**src/rtl/seq1100111_tx.sv**
```systemverilog
// Serial pattern transmitter: sends PATTERN MSB-first rep_count times, with an
// optional fill gap between repetitions. This is the driving end for a 1100111 detector.
module seq1100111_tx #(
  parameter int                 PAT_W   = 7,
  parameter logic [PAT_W-1:0]   PATTERN = 7'b1100111,
  parameter int                 CNT_W   = 8,
  parameter int                 GAP_W   = 4
) (
  input  logic             clk,
  input  logic             rst,
  input  logic             start,
  input  logic [CNT_W-1:0] rep_count,
  input  logic [GAP_W-1:0] gap_len,
  input  logic             gap_fill,
  input  logic             abort,
  output logic             out,
  output logic             out_valid,
  output logic             busy,
  output logic             seq_end,
  output logic             done
);

  localparam int IDX_W = (PAT_W > 1) ? $clog2(PAT_W) : 1;
  localparam logic [IDX_W-1:0] TOP_IDX = IDX_W'(PAT_W - 1);

  typedef enum logic [1:0] {IDLE, SEND, GAP, DONE} state_e;

  state_e           state_q, state_d;
  logic [IDX_W-1:0] bit_idx_q, bit_idx_d;
  logic [CNT_W-1:0] rep_q, rep_d;
  logic [GAP_W-1:0] gap_len_q, gap_len_d;
  logic [GAP_W-1:0] gap_cnt_q, gap_cnt_d;
  logic             gap_fill_q, gap_fill_d;
  logic             out_q, out_d;
  logic             out_valid_q, out_valid_d;
  logic             busy_q, busy_d;
  logic             seq_end_q, seq_end_d;
  logic             done_q, done_d;

  // Outputs are a registered view of the state being left at each edge.
  always_comb begin
    state_d     = state_q;
    bit_idx_d   = bit_idx_q;
    rep_d       = rep_q;
    gap_len_d   = gap_len_q;
    gap_cnt_d   = gap_cnt_q;
    gap_fill_d  = gap_fill_q;
    out_d       = 1'b0;
    out_valid_d = 1'b0;
    seq_end_d   = 1'b0;
    done_d      = 1'b0;
    busy_d      = (state_q != IDLE);
    case (state_q)
      IDLE: begin
        if (start) begin
          rep_d      = rep_count;
          gap_len_d  = gap_len;
          gap_fill_d = gap_fill;
          bit_idx_d  = TOP_IDX;
          state_d    = (rep_count != '0) ? SEND : DONE;
        end
      end
      SEND: begin
        out_d       = PATTERN[bit_idx_q];
        out_valid_d = 1'b1;
        if (bit_idx_q == '0) begin
          seq_end_d = 1'b1;
          bit_idx_d = TOP_IDX;
          if (rep_q == CNT_W'(1)) begin
            state_d = DONE;
          end else begin
            rep_d = rep_q - CNT_W'(1);
            if (gap_len_q != '0) begin
              state_d   = GAP;
              gap_cnt_d = gap_len_q - GAP_W'(1);
            end
          end
        end else begin
          bit_idx_d = bit_idx_q - IDX_W'(1);
        end
      end
      GAP: begin
        out_d       = gap_fill_q;
        out_valid_d = 1'b1;
        if (gap_cnt_q == '0) state_d = SEND;
        else                 gap_cnt_d = gap_cnt_q - GAP_W'(1);
      end
      DONE: begin
        done_d  = 1'b1;
        state_d = IDLE;
      end
      default: state_d = IDLE;
    endcase
    // Abort overrides everything, including the pending done pulse.
    if (abort && state_q != IDLE) begin
      state_d     = IDLE;
      out_d       = 1'b0;
      out_valid_d = 1'b0;
      seq_end_d   = 1'b0;
      done_d      = 1'b0;
      busy_d      = 1'b0;
    end
  end

  always_ff @(posedge clk or negedge rst) begin
    if (!rst) begin
      state_q     <= IDLE;
      bit_idx_q   <= '0;
      rep_q       <= '0;
      gap_len_q   <= '0;
      gap_cnt_q   <= '0;
      gap_fill_q  <= 1'b0;
      out_q       <= 1'b0;
      out_valid_q <= 1'b0;
      busy_q      <= 1'b0;
      seq_end_q   <= 1'b0;
      done_q      <= 1'b0;
    end else begin
      state_q     <= state_d;
      bit_idx_q   <= bit_idx_d;
      rep_q       <= rep_d;
      gap_len_q   <= gap_len_d;
      gap_cnt_q   <= gap_cnt_d;
      gap_fill_q  <= gap_fill_d;
      out_q       <= out_d;
      out_valid_q <= out_valid_d;
      busy_q      <= busy_d;
      seq_end_q   <= seq_end_d;
      done_q      <= done_d;
    end
  end

  assign out       = out_q;
  assign out_valid = out_valid_q;
  assign busy      = busy_q;
  assign seq_end   = seq_end_q;
  assign done      = done_q;

endmodule

```
**config.mk**
```make
export PLATFORM = sky130hd
export DESIGN_NAME = seq1100111_tx
export DESIGN_NICKNAME = d
export VERILOG_FILES = /design/src/rtl/seq1100111_tx.sv
export SDC_FILE = /design/constraint.sdc
export NUM_CORES = 1
export LEC_CHECK = 0
export ABC_AREA = 1
export CAP_MARGIN = 40
export CELL_PAD_IN_SITES_DETAIL_PLACEMENT = 1
export CELL_PAD_IN_SITES_GLOBAL_PLACEMENT = 1
export CORE_AREA = 2 2 66 84
export DETAILED_ROUTE_END_ITERATION = 8
export DIE_AREA = 0 0 68 86
export GPL_ROUTABILITY_DRIVEN = 0
export PLACE_DENSITY = 0.76
export SETUP_SLACK_MARGIN = 0.15
export SLEW_MARGIN = 20
export SYNTH_ARGS = -nofsm -noshare
export SYNTH_HDL_FRONTEND = slang
export SYNTH_SLANG_ARGS = --single-unit
```
**constraint.sdc**
```tcl
create_clock -name clk -period 1.45 [get_ports clk]
set_input_delay 0.145 -clock clk [delete_from_list [all_inputs] [get_ports clk]]
set_output_delay 0.145 -clock clk [all_outputs]
set_load 0.05 [all_outputs]
```
After elaboration in Yosys (flattened, before gate mapping)
Memories as Yosys holds them, arrays and structs flattened.
Cells that the tools add are included.
{"block": "classes", "n_reduce_logical": 15, "n_lt_le_gt_ge": 1, "add_sub_neg": 4, "n_eq_ne": 13, "mux": 31}
{"op": "$mux W8", "count": 3}
{"op": "$mux W4", "count": 4}
{"op": "$pmux W8 S2", "count": 1}
{"op": "$mux W2", "count": 7}
{"op": "$mux W1", "count": 10}
{"op": "$ne A2 B2 Y1 const B", "count": 5}
{"op": "$ne A3 B3 Y1 const B", "count": 3}
{"op": "$eq A8 B1 Y1 const B", "count": 1}
{"op": "$pmux W2 S4", "count": 1}
{"op": "$pmux W4 S2", "count": 1}
{"op": "$reduce_and A4 Y1", "count": 2}
{"op": "$reduce_bool A8 Y1", "count": 1}
{"op": "$sub A4 B1 Y4 const B", "count": 2}
{"op": "$sub A8 B1 Y8 const B", "count": 1}
{"op": "$mux W3", "count": 2}
{"op": "$pmux W3 S2", "count": 1}
{"op": "$reduce_bool A2 Y1", "count": 3}
{"op": "$reduce_and A5 Y1", "count": 1}
{"op": "$eq A2 B2 Y1 const B", "count": 2}
{"op": "$logic_not A4 Y1", "count": 1}
{"op": "$lt A3 B4 Y1 const B", "count": 1}
{"op": "$ne A4 B4 Y1 const B", "count": 1}
{"op": "$reduce_and A2 Y1", "count": 2}
{"op": "$reduce_bool A4 Y1", "count": 1}
{"op": "7 further kinds", "count": 7}
{"block": "totals", "mem_bits_ro": 8, "word_cells": 76, "mem_count": 1, "out_inout_bits": 5, "reg_bits": 27, "in_bits": 17}
{"name": "(no name shown)", "depth": 8, "word_bits": 1, "rd": 1, "rd_clocked_by_memory_dff": 0, "write_ports": 0, "line": "64", "source": "out_d = PATTERN[bit_idx_q];"}

Depth between registers and ports, before layout
Gate-level depths: netlist of run 1.
{"block": "depth", "ltp_word": 6, "mapped_depth": 12, "depth_no_buf": 12}

Worst setup path before layout of run 1
Ideal clock, no wire load.
{"block": "synth_timing", "path_kind": "reg-to-reg", "startpoint": "register bit_idx_q[0]", "endpoint": "register rep_q[4]", "period_less_slack_ns": 1.507, "setup_slack_ns": -0.057, "arrival_ns": 1.388, "stages_incl_launch_ff": 12, "t_required_ns": 1.331, "path_buffers": 1, "setup_time_ns": 0.119, "cell_sequence": "dfrtp_1 -> inv_1 -> ha_1 -> ha_1 -> inv_1 -> nand2_2 -> nand2_2 -> a21oi_4 -> nand2_4 -> buf_6 -> o21ai_2 -> nand2_1"}
{"block": "synth_via", "elab_chain_cells": 3}
{"element": "start, declared", "line": "29", "source": "logic [IDX_W-1:0] bit_idx_q, bit_idx_d;"}
{"element": "start signal, assigned", "line": "120", "source": "bit_idx_q <= bit_idx_d;"}
{"element": "$logic_not A3 Y1", "line": "66", "source": "if (bit_idx_q == '0) begin"}
{"element": "$ne A2 B2 Y1 (no source line)"}
{"element": "$reduce_and A4 Y1 (no source line)"}
{"element": "end signal, assigned", "line": "121", "source": "rep_q <= rep_d;"}
{"element": "end, declared", "line": "30", "source": "logic [CNT_W-1:0] rep_q, rep_d;"}
Every way passes these cells.
A chain may end at the register's enable or synchronous reset.

Worst setup path after layout of run 1
{"block": "layout_timing", "startpoint": "register state_q[1]", "endpoint": "register bit_idx_q[2]"}
{"block": "layout_via", "elab_chain_cells": 3, "elab_cells_between_ends": 6, "cone_classes": "eq/ne: 2; mux: 1; reduce/logical: 3"}
{"element": "start, declared", "line": "28", "source": "state_e state_q, state_d;"}
{"element": "start signal, assigned", "line": "119", "source": "state_q <= state_d;"}
{"element": "$eq A2 B1 Y1 or $logic_not A2 Y1 (tied branches)", "line": "53", "source": "case (state_q)"}
{"element": "$reduce_bool A2 Y1 (no source line) or $ne A2 B2 Y1 (tied branches)"}
{"element": "$reduce_and A2 Y1 (no source line)"}
Several ways; a longest one is shown, not always the timed one.

==> flow_metrics.tcl, run 1 <==
set metrics [dict create \
    ys_ff_latch 27 \
    io_pins 22 \
    viasPerCell 4.69 \
    final.fill_count 629 \
    combPwrFrac_pct 68.5 \
    p_sw_mw 2.71 \
    reg2regPathDepth 7 \
    dr_total_vias 1689 \
    status "finished, violations left" \
    timing.rr.start "state_q[1]$_DFFE_PN0P_" \
    slew_violations 0 \
    critPathLaunchType "flip-flop" \
    rsz0062_at_grt "yes" \
    critPathBufInv 3 \
    cp_cell_sequence "inv_4 -> ha_4 -> inv_2 -> buf_4 -> o21ai_4 -> nor2_1 -> a31oi_1" \
    syn2layout_area_growth_pct 46.8 \
    clkPwrFrac_pct 8.1 \
    antenna_found_initial 0 \
    r2r_slack_ns -0.08 \
    numCtsBuffers 3 \
    violations "setup timing" \
    fmax_mhz 653 \
    place.detailed.hpwl_um 3520 \
    nNetsFinal 327 \
    drtIter0Drc 50 \
    crit_path_end "bit_idx_q[2]$_DFFE_PN0P_" \
    syn-num-nets 267 \
    crit_path_start "state_q[1]$_DFFE_PN0P_" \
    grt_pass1_vias 1792 \
    clock_latency_ns 0.29 \
    cts_max_level 1 \
    slew_headroom_pct 75.5 \
    drv_cap 0 \
    cts.clk_slew.worst_paths_ns 0.10 \
    worst_ep_required_time_ns 1.65 \
    ir_drop_uv 876 \
    p_int_mw 2.95 \
    crit_type "reg2reg" \
    fp.dieH_um 86 \
    fin_skew_ns 0.00312 \
    hold_viol 0 \
    syn_avg_cell_area_um2 7.36 \
    timing.hold.ws_ns 0.235 \
    endpoint_kind "flip-flop" \
    fin_util_pct 51.6 \
    arrival_ns 1.73 \
    portBuffers 21 \
    cp_top_family "flip-flops" \
    layout_setup_ws_ns -0.0813 \
    cts_tree "yes" \
    diodes 0 \
    pre_cts_slack_ns -0.112 \
    finalSetupViolCount 15 \
    leakage_nw 1.26 \
    slowest_delay_ns 0.46 \
    drt-total-wl_um 5040 \
    ys_warn_count 0 \
    first_pass_iters 3 \
    die_width_um 68 \
    syn_area_mm2 0.00176 \
    power_frac_seq_pct 23.4 \
    power-per-cell-area_mw_per_mm2 2190 \
    rows 29 \
    p_sw_share_pct 47.8 \
    finalCritPeriodShare_pct 106 \
    synth-seq-area-share_pct 38.4 \
    coreArea_mm2 0.00501 \
    grt_pass1_wl_um 8000 \
    hold_path_class "in2async" \
    setup_tns_ns -0.320 \
    ys_types 27 \
    cts_buffer_depth 2 \
    worst_path_max_delay_cell "dfrtp_2" \
    post-route-min-period_ns 1.53 \
    drc_errors 0 \
    grt_overflow 0 \
    grt.total_usage_pct 18.0 \
    cts.sinks 27 \
    start_util_pct 35.1 \
    syn_inst 239 \
    die_area_mm2 0.00585 \
    wl_per_cell_um 14.0 \
    root_buffer "clkbuf_8" \
    cp_num_cells 7 \
    worst_pin_slew_ns 0.367 \
    grt_max_degree 28 \
    drive_above_1_share_pct 37.2 \
    reg2reg_to "bit_idx_q[2]$_DFFE_PN0P_" \
    ant_nets 0 \
    crit_fanout 7 \
]
[power groups by stage]
stage	clock network (mW)	logic, mW	registers [mW]
floorplan	0	2.04	1.42
global placement	0	2.99	1.31
detailed placement	0	3.10	1.33
CTS	0.466	3.52	1.32
global route	0.498	4.27	1.37
finish	0.458	3.88	1.32
[cells in the final DEF, fill, tap and decap left out, types with 2 or more instances in the layout]
cell	count
a31oi_1	2
clkdlybuf4s50_1	16
nand3_4	2
nand2_1	67
nand3_1	9
ha_4	6
nor2_4	5
nor2_2	4
o21ai_2	3
nand2_2	12
buf_6	5
nand2_4	4
o21ai_1	9
nor2_1	25
o21ai_0	5
dfrtp_1	26
inv_4	4
inv_1	19
buf_4	37
clkbuf_8	3
ha_1	4
inv_2	12
a21oi_2	4
nand4_1	2
[timing repair]
action                                  4_1_cts  5_1_grt
endpoints found under the setup margin       23       24
hold buffers                                  0        0
gates resized for setup                      24       34
pin swaps                                     9        6
setup buffers                                 7        5
gates cloned                                  1        0
[cells by family (layout without fill, tap and decap cells)]
kind of cell,Yosys count,count (layout),share of synthesized area (%)
multiplexers,1,1,0.640
adder cells (fa/ha/maj),11,11,7.82
AND/OR/NAND/NOR,131,132,32.8
flip-flops,27,27,38.4
XOR/XNOR,1,1,0.498
AO/OA/AOI/OAI,28,28,9.89
buffers and inverters,40,98,9.96
[synthesized netlist by cell type, drive strengths merged]
library cell / instances / area [um^2]
nand2: 83 / 337
nand4: 2 / 12.5
a21boi: 1 / 7.51
a31oi: 2 / 12.5
nand3: 11 / 72.6
a21oi: 5 / 36.3
dfrtp: 27 / 676
buf: 5 / 43.8
xor2: 1 / 8.76
o31ai: 1 / 7.51
a41oi: 1 / 8.76
mux2: 1 / 11.3
ha: 11 / 138
o21ai: 18 / 101
inv: 35 / 131
nor2: 35 / 155
[worst min-delay path by stage]
stage | endpoint | startpoint | cells past startpoint
floorplan | bit_idx_q[0]$_DFFE_PN0P_ | rst | 0
global placement | rep_q[4]$_DFFE_PN0P_ | rep_q[4]$_DFFE_PN0P_ | 2
detailed placement | rep_q[4]$_DFFE_PN0P_ | rep_q[4]$_DFFE_PN0P_ | 2
CTS | gap_cnt_q[1]$_DFFE_PN0P_ | rst | 2
global route | done$_DFF_PN0_ | rst | 2
finish | gap_cnt_q[0]$_DFFE_PN0P_ | rst | 2
[sequential cells by signal (all words and copies together), names as in the netlist]
signal      count
gap_len_q       4
bit_idx_q       3
seq_end         1
out             1
gap_fill_q      1
gap_cnt_q       4
state_q         2
rep_q           8
busy            1
out_valid       1
done            1
[routing by layer]
metal | share of wire [%] | track usage (%) | vias up
li1 | - | - | 853
met1 | 39 | 19.8 | 811
met2 | 58 | 34.4 | 20
met3 | 1.7 | 1.97 | 5
met4 | 1.2 | 6.00 | 0
met5 | 0 | 0 | -
[area by class of cell]
type,count,area [um^2],area share (%)
tap,62,77.6,3.00
clock buffer,4,45.0,1.74
timing repair buffer,59,514,19.9
multi-input combinational,173,1130,43.7
sequential,27,677,26.2
inverter,35,141,5.47
[stage by stage]
stage	std cells	area, um^2	power, mW
floorplan	239	1810	3.46
global placement	343	2230	4.30
detailed placement	343	2230	4.43
CTS	355	2430	5.30
global route	360	2580	6.13
finish	360	2580	5.66
Note: power is estimated with default switching activity, not from simulation.
==> run 2, diff against run 1 <==
Settings changed: ABC_CLOCK_PERIOD_IN_PS set to 1450.
==> results of run 2 <==
No change in the layout: final DEF, timing and power equal those of run 1.
==> run 3, diff against run 2 <==
Settings changed: CAP_MARGIN 40 to 20, CORE_AREA 2 2 66 84 to 8 8 72 90, DIE_AREA 0 0 68 86 to 0 0 80 98.
==> run 3 against run 2 <==
Net effect:
- the run still ends with setup timing left
- clock power decreased by 3%
- non-clock buffer count decreased by 7
- hold slack improved by 0.0079 ns
- critical path depth increased by 3
- clock skew about the same
- critical endpoint is now rep_q[2]$_DFFE_PN0P_
==> flow_metrics.tcl, run 3 (synthesized netlist as in run 1, its figures left out) <==
set metrics [dict create \
    hold_viol 0 \
    crit_path_start "bit_idx_q[0]$_DFFE_PN0P_" \
    timing.hold.ws_ns 0.243 \
    antenna_found_initial 0 \
    die_width_um 80 \
    placed_area_mm2 0.00221 \
    ir_drop_uv 732 \
    drt-total-wl_um 4940 \
    fp.dieH_um 98 \
    cts.clk_slew.worst_paths_ns 0.10 \
    final_common_cell "nand2_1" \
    slowest_delay_ns 0.40 \
    worst_pin_slew_ns 0.358 \
    cts_tree "yes" \
    power-per-cell-area_mw_per_mm2 2210 \
    fmax_mhz 668 \
    grt_max_degree 28 \
    largest-register "rep_q" \
    worst_ep_required_time_ns 1.62 \
    grt_overflow 0 \
    cp_num_cells 10 \
    crit_type "reg2reg" \
    fin_util_pct 48.7 \
    pre_cts_slack_ns -0.167 \
    drc_errors 0 \
    critPathBufInv 2 \
    drive_above_1_share_pct 35.4 \
    top_regs "rep_q x8, gap_cnt_q x4, gap_len_q x4" \
    worst_path_max_delay_cell "dfrtp_1" \
    hold_path_class "in2async" \
    arrival_ns 1.67 \
    syn2layout_area_growth_pct 43.3 \
    endpoint_kind "flip-flop" \
    leakage_nw 1.23 \
    cts.sinks 27 \
    drtIter0Drc 36 \
    ant_nets 0 \
    post-route-min-period_ns 1.50 \
    cts_max_level 1 \
    layout_common_cells "67 x nand2_1, 30 x buf_4, 26 x nor2_1, 26 x dfrtp_1, 21 x inv_1" \
    violations "setup timing" \
    layout_setup_ws_ns -0.0480 \
    slew_violations 0 \
    fin_skew_ns 0.00273 \
    grt.total_usage_pct 13.7 \
    diodes 0 \
    final_area_mm2 0.00252 \
    critPathLaunchType "flip-flop" \
    cp_top_family "flip-flops" \
    crit_path_end "rep_q[2]$_DFFE_PN0P_" \
    viasPerCell 4.70 \
    timing.rr.start "bit_idx_q[0]$_DFFE_PN0P_" \
    reg2reg_to "rep_q[2]$_DFFE_PN0P_" \
    io_pins 22 \
    grt_pass1_vias 1859 \
    power_mw 5.57 \
    drv_cap 0 \
    finalCritPeriodShare_pct 103 \
    status "finished, violations left" \
    root_buffer "clkbuf_8" \
    dp.cells 341 \
    instances_no_fill 355 \
    setup_tns_ns -0.285 \
    cts_buffer_depth 2 \
    place.detailed.hpwl_um 3740 \
    largest_reg_flops 8 \
    dr_total_vias 1670 \
    r2r_slack_ns -0.05 \
    clock_latency_ns 0.28 \
    rsz0062_at_grt "yes" \
    nNetsFinal 320 \
    slew_headroom_pct 76.2 \
    portBuffers 21 \
    rows 30 \
    cp_cell_sequence "inv_2 -> ha_4 -> ha_4 -> inv_2 -> nand2_2 -> nand2_4 -> a21oi_4 -> nand2_4 -> o21ai_2 -> nand2_1" \
    coreArea_mm2 0.00518 \
    holdBufCountCts 0 \
    start_util_pct 34.0 \
    grt_pass1_wl_um 8720 \
    numCtsBuffers 3 \
    first_pass_iters 4 \
    finalSetupViolCount 10 \
    crit_fanout 6 \
    reg2regPathDepth 10 \
    die_area_mm2 0.00784 \
    wl_per_cell_um 13.9 \
]
==> run 3: changes by cell type in the layout (fill, tap and decap cells not counted), moves of 2 or more <==
cell,change
o21ai_2,+4
nor2_4,-4
nor2_2,+3
inv_2,-2
inv_1,+2
a21oi_2,-4
buf_4,-7
a21oi_1,+4
o21ai_1,-3
==> run 3: worst min-delay path by stage <==
stage / end / slack [ns] / cells past startpoint / from
final: done$_DFF_PN0_ / 0.24 / 2 / rst
after global routing: done$_DFF_PN0_ / 0.29 / 2 / rst
after CTS: gap_cnt_q[0]$_DFFE_PN0P_ / 0.26 / 2 / rst
after detailed placement: rep_q[4]$_DFFE_PN0P_ / 0.48 / 2 / rep_q[4]$_DFFE_PN0P_
after global placement: rep_q[4]$_DFFE_PN0P_ / 0.48 / 2 / rep_q[4]$_DFFE_PN0P_
after floorplan: bit_idx_q[0]$_DFFE_PN0P_ / -0.15 / 0 / rst
==> run 3: routing by layer <==
layer	GRT usage [%]	routed length, um	vias to the layer above
li1	-	-	843
met1	15.4	2010	797
met2	26.0	2740	23
met3	1.56	114	7
met4	2.95	75	0
met5	0	0	-
==> run 3: layout make-up <==
cell class	count	area, um^2
tap	64	80.1
multi-input combinational	173	1110
fill	641	2660
sequential	27	677
clock inverter	1	5.00
timing repair buffer	52	462
clock buffer	3	41.3
inverter	35	144
==> run 3: timing repair <==
| item | in CTS | in global routing |
|---|---|---|
| setup buffers | 8 | 1 |
| gates cloned | 1 | 0 |
| resized for setup | 28 | 22 |
| setup endpoints to repair | 23 | 24 |
| pin swaps | 6 | 10 |
==> run 3: power breakdown <==
| part | internal (mW) | total [mW] | switching, mW |
|---|---|---|---|
| clock network | 0.193 | 0.442 | 0.249 |
| registers | 1.09 | 1.33 | 0.236 |
| logic | 1.61 | 3.80 | 2.19 |
| total | 2.90 | 5.57 | 2.67 |
